`config.mk`:
```
export PLATFORM = sky130hd
export DESIGN_NAME = tx_bit_align_trng_gen
export DESIGN_NICKNAME = d
export VERILOG_FILES = /design/src/rtl/tx_bit_align_trng_gen.sv
export SDC_FILE = /design/constraint.sdc
export NUM_CORES = 1
export LEC_CHECK = 0
export ABC_CLOCK_PERIOD_IN_PS = 2600
export BUFFER_PORTS_ARGS = -buffer_cell sky130_fd_sc_hd__buf_2
export CAP_MARGIN = 20
export CORE_MARGIN = 2
export CORE_UTILIZATION = 40
export CTS_CLUSTER_DIAMETER = 120
export DETAILED_ROUTE_END_ITERATION = 16
export GPL_TIMING_DRIVEN = 0
export PLACE_DENSITY = 0.67
export SLEW_MARGIN = 20
export SYNTH_ARGS = -nofsm -noshare
export SYNTH_HDL_FRONTEND = slang
export SYNTH_SLANG_ARGS = --single-unit
```
`constraint.sdc`:
```
create_clock -name i_sclk -period 2.6 [get_ports i_sclk]
set_input_delay 0.39 -clock i_sclk [delete_from_list [all_inputs] [get_ports i_sclk]]
set_output_delay 0.39 -clock i_sclk [all_outputs]
set_load 0.01 [all_outputs]
```
`src/rtl/tx_bit_align_trng_gen.sv`:
```
// rtl/tx_bit_align_trng_gen.sv - TX lane bit-alignment training word generator
//
// Purpose:
//    Drives the parallel word toward a TX serializer. After PLL lock it
//    sends a fixed training pattern until the remote receiver reports bit
//    alignment, then holds the pattern for a guard period before opening
//    the lane to user payload. Training that stalls is retried a bounded
//    number of times before the block parks in an error state.
//
// Ports:
//    i_sclk                sole clock, rising edge
//    i_reset               synchronous active-high reset
//    i_pll_lock            TX PLL lock (SCLK domain)
//    i_bit_algn_done_in    remote RX alignment done (pre-synchronized)
//    i_bit_algn_err_in     remote RX alignment error (pre-synchronized)
//    i_trng_rstrt          single-cycle retrain request
//    i_tx_data_in          user payload word
//    i_tx_data_valid       payload valid
//    o_tx_data_ready       payload accepted when valid and ready are high
//    o_tx_data_out         registered word to the serializer
//    o_trng_active         high in TRAIN or GUARD
//    o_trng_done           high in DATA
//    o_trng_err            high in ERR
//    o_trng_retry_cnt      retries taken in the current session (sat. 15)

module tx_bit_align_trng_gen #(
   parameter int                    DATA_WIDTH      = 8,
   parameter logic [DATA_WIDTH-1:0] TRNG_PATTERN    = 8'hF0,
   parameter logic [DATA_WIDTH-1:0] IDLE_WORD       = 8'h00,
   parameter int                    MIN_TRNG_CYCLES = 64,
   parameter int                    TRNG_TIMEOUT    = 1024,
   parameter int                    GUARD_CYCLES    = 16,
   parameter int                    MAX_RETRIES     = 3
) (
   input  logic                  i_sclk,
   input  logic                  i_reset,
   input  logic                  i_pll_lock,
   input  logic                  i_bit_algn_done_in,
   input  logic                  i_bit_algn_err_in,
   input  logic                  i_trng_rstrt,
   input  logic [DATA_WIDTH-1:0] i_tx_data_in,
   input  logic                  i_tx_data_valid,
   output logic                  o_tx_data_ready,
   output logic [DATA_WIDTH-1:0] o_tx_data_out,
   output logic                  o_trng_active,
   output logic                  o_trng_done,
   output logic                  o_trng_err,
   output logic [3:0]            o_trng_retry_cnt
);

   // The cycle counter is shared by TRAIN and GUARD, so it must cover the
   // larger of the two dwell limits.
   localparam int CNT_MAX = (TRNG_TIMEOUT > GUARD_CYCLES) ? TRNG_TIMEOUT : GUARD_CYCLES;
   localparam int CNT_W   = ($clog2(CNT_MAX) < 1) ? 1 : $clog2(CNT_MAX);

   localparam logic [CNT_W-1:0] MIN_M1   = CNT_W'(MIN_TRNG_CYCLES - 1);
   localparam logic [CNT_W-1:0] TMO_M1   = CNT_W'(TRNG_TIMEOUT - 1);
   localparam logic [CNT_W-1:0] GUARD_M1 = CNT_W'(GUARD_CYCLES - 1);

   typedef enum logic [2:0] {
      ST_IDLE  = 3'd0,
      ST_TRAIN = 3'd1,
      ST_GUARD = 3'd2,
      ST_DATA  = 3'd3,
      ST_ERR   = 3'd4
   } state_t;

   state_t                r_state;
   logic [CNT_W-1:0]      r_cnt;
   logic                  r_done_lat;
   logic [3:0]            r_retry;
   logic [DATA_WIDTH-1:0] r_tx_data;

   state_t                w_nxt_state;
   logic [CNT_W-1:0]      w_nxt_cnt;
   logic                  w_nxt_done_lat;
   logic [3:0]            w_nxt_retry;
   logic [DATA_WIDTH-1:0] w_nxt_tx_data;
   logic                  w_accept;
   logic                  w_align_ok;
   logic                  w_retry_evt;

   // Ready is a pure decode of the state register, so the valid input never
   // reaches an output combinationally.
   assign w_accept    = (r_state == ST_DATA) && i_tx_data_valid;

   // Only the registered latch counts: a done pulse takes effect the cycle
   // after it is seen, which also keeps the GUARD entry point deterministic.
   assign w_align_ok  = r_done_lat && (r_cnt >= MIN_M1);

   // Timeout compares with >= so the counter can never wrap inside TRAIN,
   // even if the parameters put MIN_TRNG_CYCLES above TRNG_TIMEOUT.
   assign w_retry_evt = (r_cnt >= TMO_M1) || i_bit_algn_err_in;

   always_comb begin
      w_nxt_state    = r_state;
      w_nxt_cnt      = r_cnt;
      w_nxt_done_lat = r_done_lat;
      w_nxt_retry    = r_retry;
      w_nxt_tx_data  = IDLE_WORD;

      if (!i_pll_lock) begin
         // Lock loss beats everything, including a retrain request. The
         // retry count is kept for observation and cleared on leaving IDLE.
         w_nxt_state    = ST_IDLE;
         w_nxt_cnt      = '0;
         w_nxt_done_lat = 1'b0;
      end else if (i_trng_rstrt && (r_state != ST_IDLE)) begin
         w_nxt_state    = ST_TRAIN;
         w_nxt_cnt      = '0;
         w_nxt_done_lat = 1'b0;
         w_nxt_retry    = '0;
      end else begin
         case (r_state)
            ST_IDLE: begin
               w_nxt_state    = ST_TRAIN;
               w_nxt_cnt      = '0;
               w_nxt_done_lat = 1'b0;
               w_nxt_retry    = '0;
            end

            ST_TRAIN: begin
               if (w_align_ok) begin
                  // Alignment wins over a same-cycle timeout or remote error.
                  w_nxt_state    = ST_GUARD;
                  w_nxt_cnt      = '0;
                  w_nxt_done_lat = 1'b0;
               end else if (w_retry_evt) begin
                  w_nxt_cnt      = '0;
                  w_nxt_done_lat = 1'b0;
                  if (int'(r_retry) >= MAX_RETRIES) begin
                     w_nxt_state = ST_ERR;
                  end else if (r_retry != 4'hF) begin
                     w_nxt_retry = r_retry + 4'd1;
                  end
               end else begin
                  w_nxt_cnt      = r_cnt + 1'b1;
                  w_nxt_done_lat = r_done_lat | i_bit_algn_done_in;
               end
            end

            ST_GUARD: begin
               // Remote error is deliberately ignored here: the far end has
               // already declared alignment and only needs settling time.
               if (r_cnt >= GUARD_M1) begin
                  w_nxt_state = ST_DATA;
                  w_nxt_cnt   = '0;
               end else begin
                  w_nxt_cnt = r_cnt + 1'b1;
               end
            end

            ST_DATA: begin
               w_nxt_state = ST_DATA;
            end

            ST_ERR: begin
               w_nxt_state = ST_ERR;
            end

            default: begin
               w_nxt_state    = ST_IDLE;
               w_nxt_cnt      = '0;
               w_nxt_done_lat = 1'b0;
               w_nxt_retry    = '0;
            end
         endcase
      end

      // The output word is chosen from the state being entered so that the
      // registered word lines up with the registered state. Payload accepted
      // on a cycle that leaves DATA is dropped in favour of the new state.
      case (w_nxt_state)
         ST_TRAIN, ST_GUARD: w_nxt_tx_data = TRNG_PATTERN;
         ST_DATA:            w_nxt_tx_data = w_accept ? i_tx_data_in : IDLE_WORD;
         default:            w_nxt_tx_data = IDLE_WORD;
      endcase
   end

   always_ff @(posedge i_sclk) begin
      if (i_reset) begin
         r_state    <= ST_IDLE;
         r_cnt      <= '0;
         r_done_lat <= 1'b0;
         r_retry    <= '0;
         r_tx_data  <= IDLE_WORD;
      end else begin
         r_state    <= w_nxt_state;
         r_cnt      <= w_nxt_cnt;
         r_done_lat <= w_nxt_done_lat;
         r_retry    <= w_nxt_retry;
         r_tx_data  <= w_nxt_tx_data;
      end
   end

   assign o_tx_data_out    = r_tx_data;
   assign o_tx_data_ready  = (r_state == ST_DATA);
   assign o_trng_active    = (r_state == ST_TRAIN) || (r_state == ST_GUARD);
   assign o_trng_done      = (r_state == ST_DATA);
   assign o_trng_err       = (r_state == ST_ERR);
   assign o_trng_retry_cnt = r_retry;

endmodule

```
======== After elaboration in Yosys (flattened, before gate mapping) ========
Cells that the tools add are included.
word-level totals
  input port bits ......................... 15
  output and inout bits ................... 16
  bits in writable memories ............... 0
  memories ................................ 0
  memory bits (read-only) ................. 0
  bits in registers ....................... 26
  latch bits .............................. 0
  logic and storage cells ................. 60
cells by class
  $mul .................................... 0
  divide/modulo/power cells ............... 0
  reductions and logical operators ........ 12
  equality and inequality tests ........... 13
  bitwise logic cells ..................... 2
  order comparisons ....................... 4
  shift operators ......................... 0
  $add $sub $neg .......................... 2
  multiplexer cells ....................... 22
operators by type and width
  operator                                                             count
  two-way mux 10 bit                                                   3
  case mux 10 bit (3 select lines)                                     1
  two-way mux 4 bit                                                    5
  two-way mux 3 bit                                                    6
  case mux 8 bit (2 select lines)                                      1
  case mux 3 bit (5 select lines)                                      1
  equality test 3 x 2 -> 1 bit (second input constant)                 4
  inequality test 3 bit (second input constant)                        4
  adder 10 x 1 -> 10 bit (second input constant)                       1
  greater-or-equal comparator 10 bit (second input constant)           1
  greater-or-equal comparator 10 x 4 -> 1 bit (second input constant)  1
  greater-or-equal comparator 10 x 6 -> 1 bit (second input constant)  1
  two-way mux 8 bit                                                    1
  case mux 4 bit (2 select lines)                                      1
  equality test 3 x 1 -> 1 bit (second input constant)                 2
  AND reduction 6 bit                                                  1
  OR reduction 3 bit                                                   2
  adder 4 x 1 -> 4 bit (second input constant)                         1
  greater-or-equal comparator 4 x 2 -> 1 bit (second input constant)   1
  inequality test 4 bit (second input constant)                        1
  OR reduction 2 bit                                                   2
  equality test 3 bit (second input constant)                          1
  logical AND 1 bit                                                    3
  zero test 3 bit                                                      1
  7 further kinds                                                      9

======== Depth between registers and ports, before layout ========
Gate-level depths: netlist of run 1.
  word-level depth ........................ 10
  depth in mapped cells ................... 7
  depth with buffers taken out ............ 6

======== Worst setup path after synthesis of run 1 ========
Ideal clock, no wire load.
  kind .................................... register -> register
  from .................................... reg r_retry[0], in the netlist o_trng_retry_cnt[0]
  to ...................................... reg r_tx_data[4], in the netlist o_tx_data_out[4]
  library setup time ...................... 0.132 ns
  cell stages (with the launch flop) ...... 7
  arrival ................................. 1.751 ns
  slack ................................... 0.717 ns
  clock period less this slack ............ 1.883 ns
  required time ........................... 2.468 ns
  path buffers ............................ 0
  cells stage by stage .................... dfxtp_1 ha_1 o311a_1 a31o_2 o221ai_2 nor4b_2 o32ai_1
on the way
  word-level cells in the longest chain between the ends .. 10
  elaborated cells on any way between the ends .. 12
  those cells by class .................... order compare (1); eq/ne (3); mux (7); reduce/logical (1)
ends and longest elaborated chain
  element                                                                              RTL line  source
  start: declaration                                                                   71        logic [3:0] r_retry;
  start signal: assignment                                                             191       r_retry <= w_nxt_retry;
  greater-or-equal comparator 4 x 2 -> 1 bit (*)                                       131       if (int'(r_retry) >= MAX_RETRIES) begin
  two-way mux 3 bit (*)                                                                131
  two-way mux 3 bit (*)                                                                128       end else if (w_retry_evt) begin
  two-way mux 3 bit (*)                                                                123       if (w_align_ok) begin
  case mux 3 bit (5 select lines) (*)                                                  114       case (r_state)
  two-way mux 3 bit (*)                                                                108       end else if (i_trng_rstrt && (r_state != ST_IDLE)) begin
  two-way mux 3 bit (*)                                                                102       if (!i_pll_lock) begin
  equality test 3 x 1 -> 1 bit / equality test 3 x 2 -> 1 bit (equally long branches)  173       case (w_nxt_state)
  OR reduction 2 bit                                                                   173
  case mux 8 bit (2 select lines) (*)                                                  173
  end signal: assignment                                                               192       r_tx_data <= w_nxt_tx_data;
  end: declaration                                                                     72        logic [DATA_WIDTH-1:0] r_tx_data;
Mark *: on every way between the ends. The rest lies on a longest branch, timed or not.
A chain may end at the register's enable or synchronous reset.

======== Worst setup path after layout of run 1 ========
  from .................................... reg r_cnt[0]
  to ...................................... reg r_tx_data[4], in the netlist o_tx_data_out[4]
on the way
  word-level cells in the longest chain between the ends .. 10
  elaborated cells on any way between the ends .. 16
  those cells by class .................... order compare (3); eq/ne (3); mux (7); reduce/logical (3)
ends and longest elaborated chain
  element                                                                              RTL line  source
  start: declaration                                                                   69        logic [CNT_W-1:0] r_cnt;
  start signal: assignment                                                             189       r_cnt <= w_nxt_cnt;
  greater-or-equal comparator 10 bit                                                   93        assign w_retry_evt = (r_cnt >= TMO_M1) || i_bit_algn_err_in;
  logical OR 1 bit                                                                     93
  two-way mux 3 bit                                                                    128
  two-way mux 3 bit                                                                    123
  case mux 3 bit (5 select lines) (*)                                                  114
  two-way mux 3 bit (*)                                                                108
  two-way mux 3 bit (*)                                                                102
  equality test 3 x 1 -> 1 bit / equality test 3 x 2 -> 1 bit (equally long branches)  173
  OR reduction 2 bit                                                                   173
  case mux 8 bit (2 select lines) (*)                                                  173
Marked as above.

==> results.yml, run 1 <==
route:
  wl_um: 3278
  drt_iter0_drc: 37
  num_vias: 1337
  drc: 0
  dr.pass1.iters: 5
  viasPerCell: 5.618
  detail_route.wl_per_cell_um: 13.77
  final_antenna_net_count: 0
setup_path:
  critPathArrivalTime_ps: 2330
  ff2ff_path_depth: 6
  r2r_end: "o_tx_data_out[4]"
  worstPathRequired_ps: 2810
  cp-endpoint: "o_tx_data_out[4]"
  path_class: "flop to flop"
  crit_path_start_kind: "flop"
  critPathLaunch: "r_cnt[0]"
  r2r-start: "r_cnt[0]"
  setup.worst_path.end_class: "flop"
  path_max_fanout: 6
  rrSetupSlack_ps: 480
worst_hold_path:
  min-delay-path-class: "primary input to flop"
synthesis:
  synth-seq-cells: 26
  synthSimpleGateAreaFrac: 0.2716
  synth-adder-area-share: 0.01842
  synthMuxAreaShare: 0
  ys_types: 47
  synth_xor_xnor_area_share: 0.006446
  syn_area_mm2: 0.001359
  synth_nets: 175
  synth_compound_area_frac: 0.2735
  syn_area_per_cell_um2: 8.600
  synth_top_family_by_area: "compound AO/OA/AOI/OAI gates"
  yosysWarnings: 0
  synth_seq_area_share: 0.3831
  synthFlopType: "dfxtp_1"
  synth_edf_count: 0
  async_flop_share: 0
  netlist_instances: 158
clock_network:
  cts_buffers: 3
  cts_setup_buffers: 0
  cts-root-buf: "clkbuf_4"
  clk_latency_ps: 320
  clock_sink_count: 26
  ctsHoldBuffers: 0
  cts_buffer_depth: 2
  htreeDepth: 1
  cts_tree: "done"
  cts-resized-gates: 0
  clk_pin_slew_ps: 140
global_routing:
  grt_pass1_wl_um: 5699
  grt_max_degree: 16
  grt_pass1_vias: 1305
  antenna_found_initial: 0
  grt.overflow.total: 0
  grtUsageTotal: 0.1778
sta:
  slew_headroom: 0.6423
  setup_viol: 0
  clock_skew_ps: 3.329
  finalHoldViolations: 0
  period_share: 0.8153
  worst_pin_slew_ps: 532.0
  min_period_ps: 2120
  max_freq_mhz: 471.8
  maxSlewViolCount: 0
  finalSetupTns_ps: 0
  rsz0062_at_grt: "no"
pwr:
  power_density_mw_per_mm2: 465.8
  leakage_uw: 0.0006821
  peakVddDrop_v: 0.0002497
cells_and_area:
  postLayoutCoreUtil: 0.4890
  antennaDiodeCount: 0
  num-fill-cells: 341
  mostFrequentLayoutCells: "buf_2, dfxtp_1, nand2_1"
  nets: 210
  drive_gt1_frac: 0.2500
  final_common_cell: "buf_2"
  area_growth_pct: 19.15
place:
  gp_congestion: 0.8321
  dpl.hpwl_um: 2435
  numPortBuffers: 30
floorplan:
  die_area_mm2: 0.003879
  core_area_mm2: 0.003311
  die_y_um: 62.29
  rows: 21
  die-width_um: 62.29
  initial_core_util: 0.4104
  pin_count: 31
job:
  maxCapViolCount: 0
outcome:
  status: "complete, no violations"
## through the flow
stage / worst slack [ps] / power, µW / std cells / instance area (µm²) / hold WS [ps]
finish: 480.3 / 754.2 / 238 / 1619 / 250.7
global route: 301.7 / 784.0 / 238 / 1619 / 244.3
CTS: 497.7 / 760.8 / 238 / 1619 / 239.4
detailed placement: 550.6 / 482.8 / 234 / 1567 / 529.1
global placement: 586.0 / 480.5 / 234 / 1567 / 506.3
floorplan: 716.9 / 455.9 / 158 / 1359 / 466.4
## power by group
group / total [µW] / switching (µW) / internal (µW)
Clock: 279 / 123 / 156
Combinational: 68.2 / 39.1 / 29.0
Sequential: 407 / 2.37 / 404
## per-layer routing
metal  up-vias  GRT usage  wire length [µm]
li1        670          -                 -
met1       638     0.2118              1448
met3         6    0.02174               109
met4         0    0.08056                44
met2        23     0.3193              1676
met5         -          0                 0
## layout make-up
type	count	area [µm²]	share of cell area
multi-input cells	118	774.5	0.4784
flip-flops and latches	26	520.5	0.3215
repair buffers	30	150.1	0.09274
well taps	46	57.56	0.03555
plain buffers	6	33.78	0.02087
clock inverters	1	30.03	0.01855
inverters	8	30.03	0.01855
clock buffers	3	22.52	0.01391
## critical path, cell delays in order (launching register included)
cell and delay [ps]:
dfxtp_1 440, ha_1 230, nand3_1 210, and4_1 270
o221ai_2 250, nor4b_2 420, o32ai_1 170
## worst min path at each step
| stage | cells after the start | startpoint | slack, ps | to |
|---|---|---|---|---|
| after global placement | 2 | o_trng_retry_cnt[0] | 510 | o_trng_retry_cnt[0] |
| final | 2 | i_tx_data_in[1] | 250 | o_tx_data_out[1] |
| after floorplan | 1 | i_trng_rstrt | 470 | r_state[2] |
| after CTS | 2 | i_tx_data_in[1] | 240 | o_tx_data_out[1] |
| after global routing | 2 | i_tx_data_in[1] | 240 | o_tx_data_out[1] |
| after detailed placement | 2 | o_trng_retry_cnt[0] | 530 | o_trng_retry_cnt[0] |
## cell usage after synthesis (4+ instances only)
cell / number / area (µm²)
dfxtp_1: 26 / 520.5
nand2_1: 13 / 48.80
nand3_1: 10 / 50.05
a21oi_1: 9 / 45.04
inv_1: 8 / 30.03
nor2_1: 8 / 30.03
and3_1: 7 / 43.79
and2_1: 6 / 37.54
nor3_1: 6 / 30.03
o21ai_0: 6 / 30.03
a311oi_1: 4 / 35.03
clkbuf_1: 4 / 15.01
o32ai_1: 4 / 35.03
or3_1: 4 / 25.02
## state kept, by name (all words and copies together), names as in the netlist
register,cells
o_trng_retry_cnt,4
o_tx_data_out,8
r_cnt,10
r_done_lat,1
r_state,3
## logic make-up (layout without fill, tap and decap cells)
kind of cell,after synthesis,count (layout)
AND/OR/NAND/NOR,67,67
flip-flops,26,26
XOR/XNOR,1,1
adder cells (fa/ha/maj),2,2
AO/OA/AOI/OAI,48,48
buffers and inverters,14,48
Power figures use the tool's default switching activity.
==> inputs of run 2 (changes only) <==
Settings changed: ABC_CLOCK_PERIOD_IN_PS 2600 to 1800, PLACE_DENSITY 0.67 to 0.69.
Clock period 2.6 ns to 1.8 ns, I/O delays scaled along.
==> run 2 against run 1 <==
Net effect:
- the run now ends with negative setup slack left
- critical path depth decreased by 1
- via count increased by 7.2%
- clock skew down 0.62 ps
==> results.yml, run 2 (same netlist as run 1, synthesis figures left out) <==
setup_path:
  critical_path_depth: 5
  worstPathCellList: "o41ai_4 > o2111ai_2 > o221ai_4 > nor4b_4 > o32ai_2"
  path_class: "flop to flop"
  slowest_stage: "o41ai_4"
  crit_path_start_kind: "flop"
  setup.worst_path.end_class: "flop"
  critPathLaunch: "r_cnt[8]"
  rrSetupSlack_ps: -70
  r2r-start: "r_cnt[8]"
  ff2ff_path_depth: 5
  slowest_delay_ps: 430
  path_max_fanout: 4
  r2r_end: "o_tx_data_out[5]"
  critPathTopFamily: "compound AO/OA/AOI/OAI gates"
  critPathArrivalTime_ps: 2100
  worstPathRequired_ps: 2020
  crit_buf_inv: 0
  cp-endpoint: "o_tx_data_out[5]"
pwr:
  power_density_mw_per_mm2: 538.5
  leakage_uw: 0.0008269
  peakVddDrop_v: 0.0002972
clock_network:
  cts-root-buf: "clkbuf_4"
  cts_tree: "done"
  htreeDepth: 1
  clk_latency_ps: 320
  cts_buffer_depth: 2
  cts_buffers: 3
  clock_sink_count: 26
  ctsHoldBuffers: 0
  clk_pin_slew_ps: 150
global_routing:
  grtUsageTotal: 0.2025
  grt.overflow.total: 0
  grt_max_degree: 16
  grt_pass1_wl_um: 6361
  grt_pass1_vias: 1347
  antenna_found_initial: 0
job:
  maxCapViolCount: 0
route:
  viasPerCell: 5.687
  dr.pass1.iters: 4
  final_antenna_net_count: 0
  drc: 0
  wl_um: 4100
  num_vias: 1433
  detail_route.wl_per_cell_um: 16.27
  drt_iter0_drc: 42
cells_and_area:
  area_growth_pct: 55.25
  final_common_cell: "buf_2"
  num-fill-cells: 278
  largest-register: "r_cnt"
  mostFrequentLayoutCells: "buf_2, buf_4, dfxtp_1"
  largest_reg_flops: 10
  postLayoutCoreUtil: 0.6372
  design_area_mm2: 0.002110
  nets: 224
  antennaDiodeCount: 0
  drive_gt1_frac: 0.5971
sta:
  slew_headroom: 0.5954
  worst_slack_ps: -72.18
  clock_skew_ps: 2.711
  setup_viol: 8
  period_share: 1.040
  rsz0062_at_grt: "yes"
  worst_pin_slew_ps: 606.9
  max_freq_mhz: 534.1
  timing.hold.ws_ps: 122.1
  maxSlewViolCount: 0
  min_period_ps: 1872
  finalHoldViolations: 0
floorplan:
  core_area_mm2: 0.003311
  initial_core_util: 0.4104
  rows: 21
  pin_count: 31
  die_y_um: 62.29
  die_area_mm2: 0.003879
  die-width_um: 62.29
place:
  dpl.hpwl_um: 2433
  place_area_mm2: 0.001587
  numPortBuffers: 30
  gp_congestion: 0.8234
outcome:
  violations: "negative setup slack"
  status: "complete, but fails checks"
worst_hold_path:
  min-delay-path-class: "primary input to flop"
## run 2: cell count changes in the layout (fill, tap and decap cells not counted), moves of 5 or more
cell	delta
dfxtp_1	-15
nand2_2	+7
buf_4	+14
nand2_1	-7
dfxtp_2	+10
dfxtp_4	+5
## run 2: repair_timing
item | CTS | global route
buffers inserted | 10 | 6
cloned | 1 | 0
endpoints found under the setup margin | 24 | 24
pin swaps | 13 | 21
gates resized for setup | 26 | 54
hold endpoints to repair | 0 | 0
## run 2: area by class of cell
| cell class | count | area, µm² | share of cell area |
|---|---|---|---|
| Multi-Input combinational cell | 118 | 1106 | 0.5243 |
| Sequential cell | 26 | 551.8 | 0.2616 |
| Timing Repair Buffer | 47 | 289.0 | 0.1370 |
| Tap cell | 46 | 57.56 | 0.02728 |
| Clock inverter | 1 | 30.03 | 0.01423 |
| Inverter | 8 | 30.03 | 0.01423 |
| Clock buffer | 3 | 22.52 | 0.01068 |
| Buffer | 3 | 22.52 | 0.01068 |
## run 2: worst min-delay path by stage
stage	startpoint	endpoint	slack (ps)	depth (start not counted)
after global placement	r_cnt[0]	r_cnt[0]	470	1
after floorplan	i_trng_rstrt	r_state[2]	350	1
final	i_reset	r_state[2]	120	2
after detailed placement	i_tx_data_in[0]	o_tx_data_out[0]	470	2
after CTS	i_reset	r_state[1]	120	2
after global routing	i_reset	r_state[1]	110	2
## run 2: stage by stage
step	instances	total power, µW	TNS [ps]	setup slack (ps)
after global placement	234	695.6	-1273	-163.2
after CTS	246	1111	-145.6	-32.74
final	252	1136	-354.9	-72.18
after floorplan	158	660.1	0	20.33
after global routing	252	1183	-1358	-145.7
after detailed placement	234	699.2	-2186	-239.1
## run 2: layer usage
layer  vias up  routed length (µm)  track usage
li1        696                   -            -
met5         -                   0            0
met1       689                1718       0.2469
met4         0                 107       0.1056
met3        10                 114      0.02717
met2        38                2159       0.3478
## run 2: worst reg2reg max path, stage by stage (launching register included)
cell       delay (ps)
dfxtp_4           390
o41ai_4           430
o2111ai_2         230
o221ai_4          230
nor4b_4           350
o32ai_2           140
## run 2: report_power, final
group | internal, µW | switching (µW)
combinational | 65.8 | 76.1
sequential | 578 | 9.08
clock | 225 | 182
total | 869 | 267
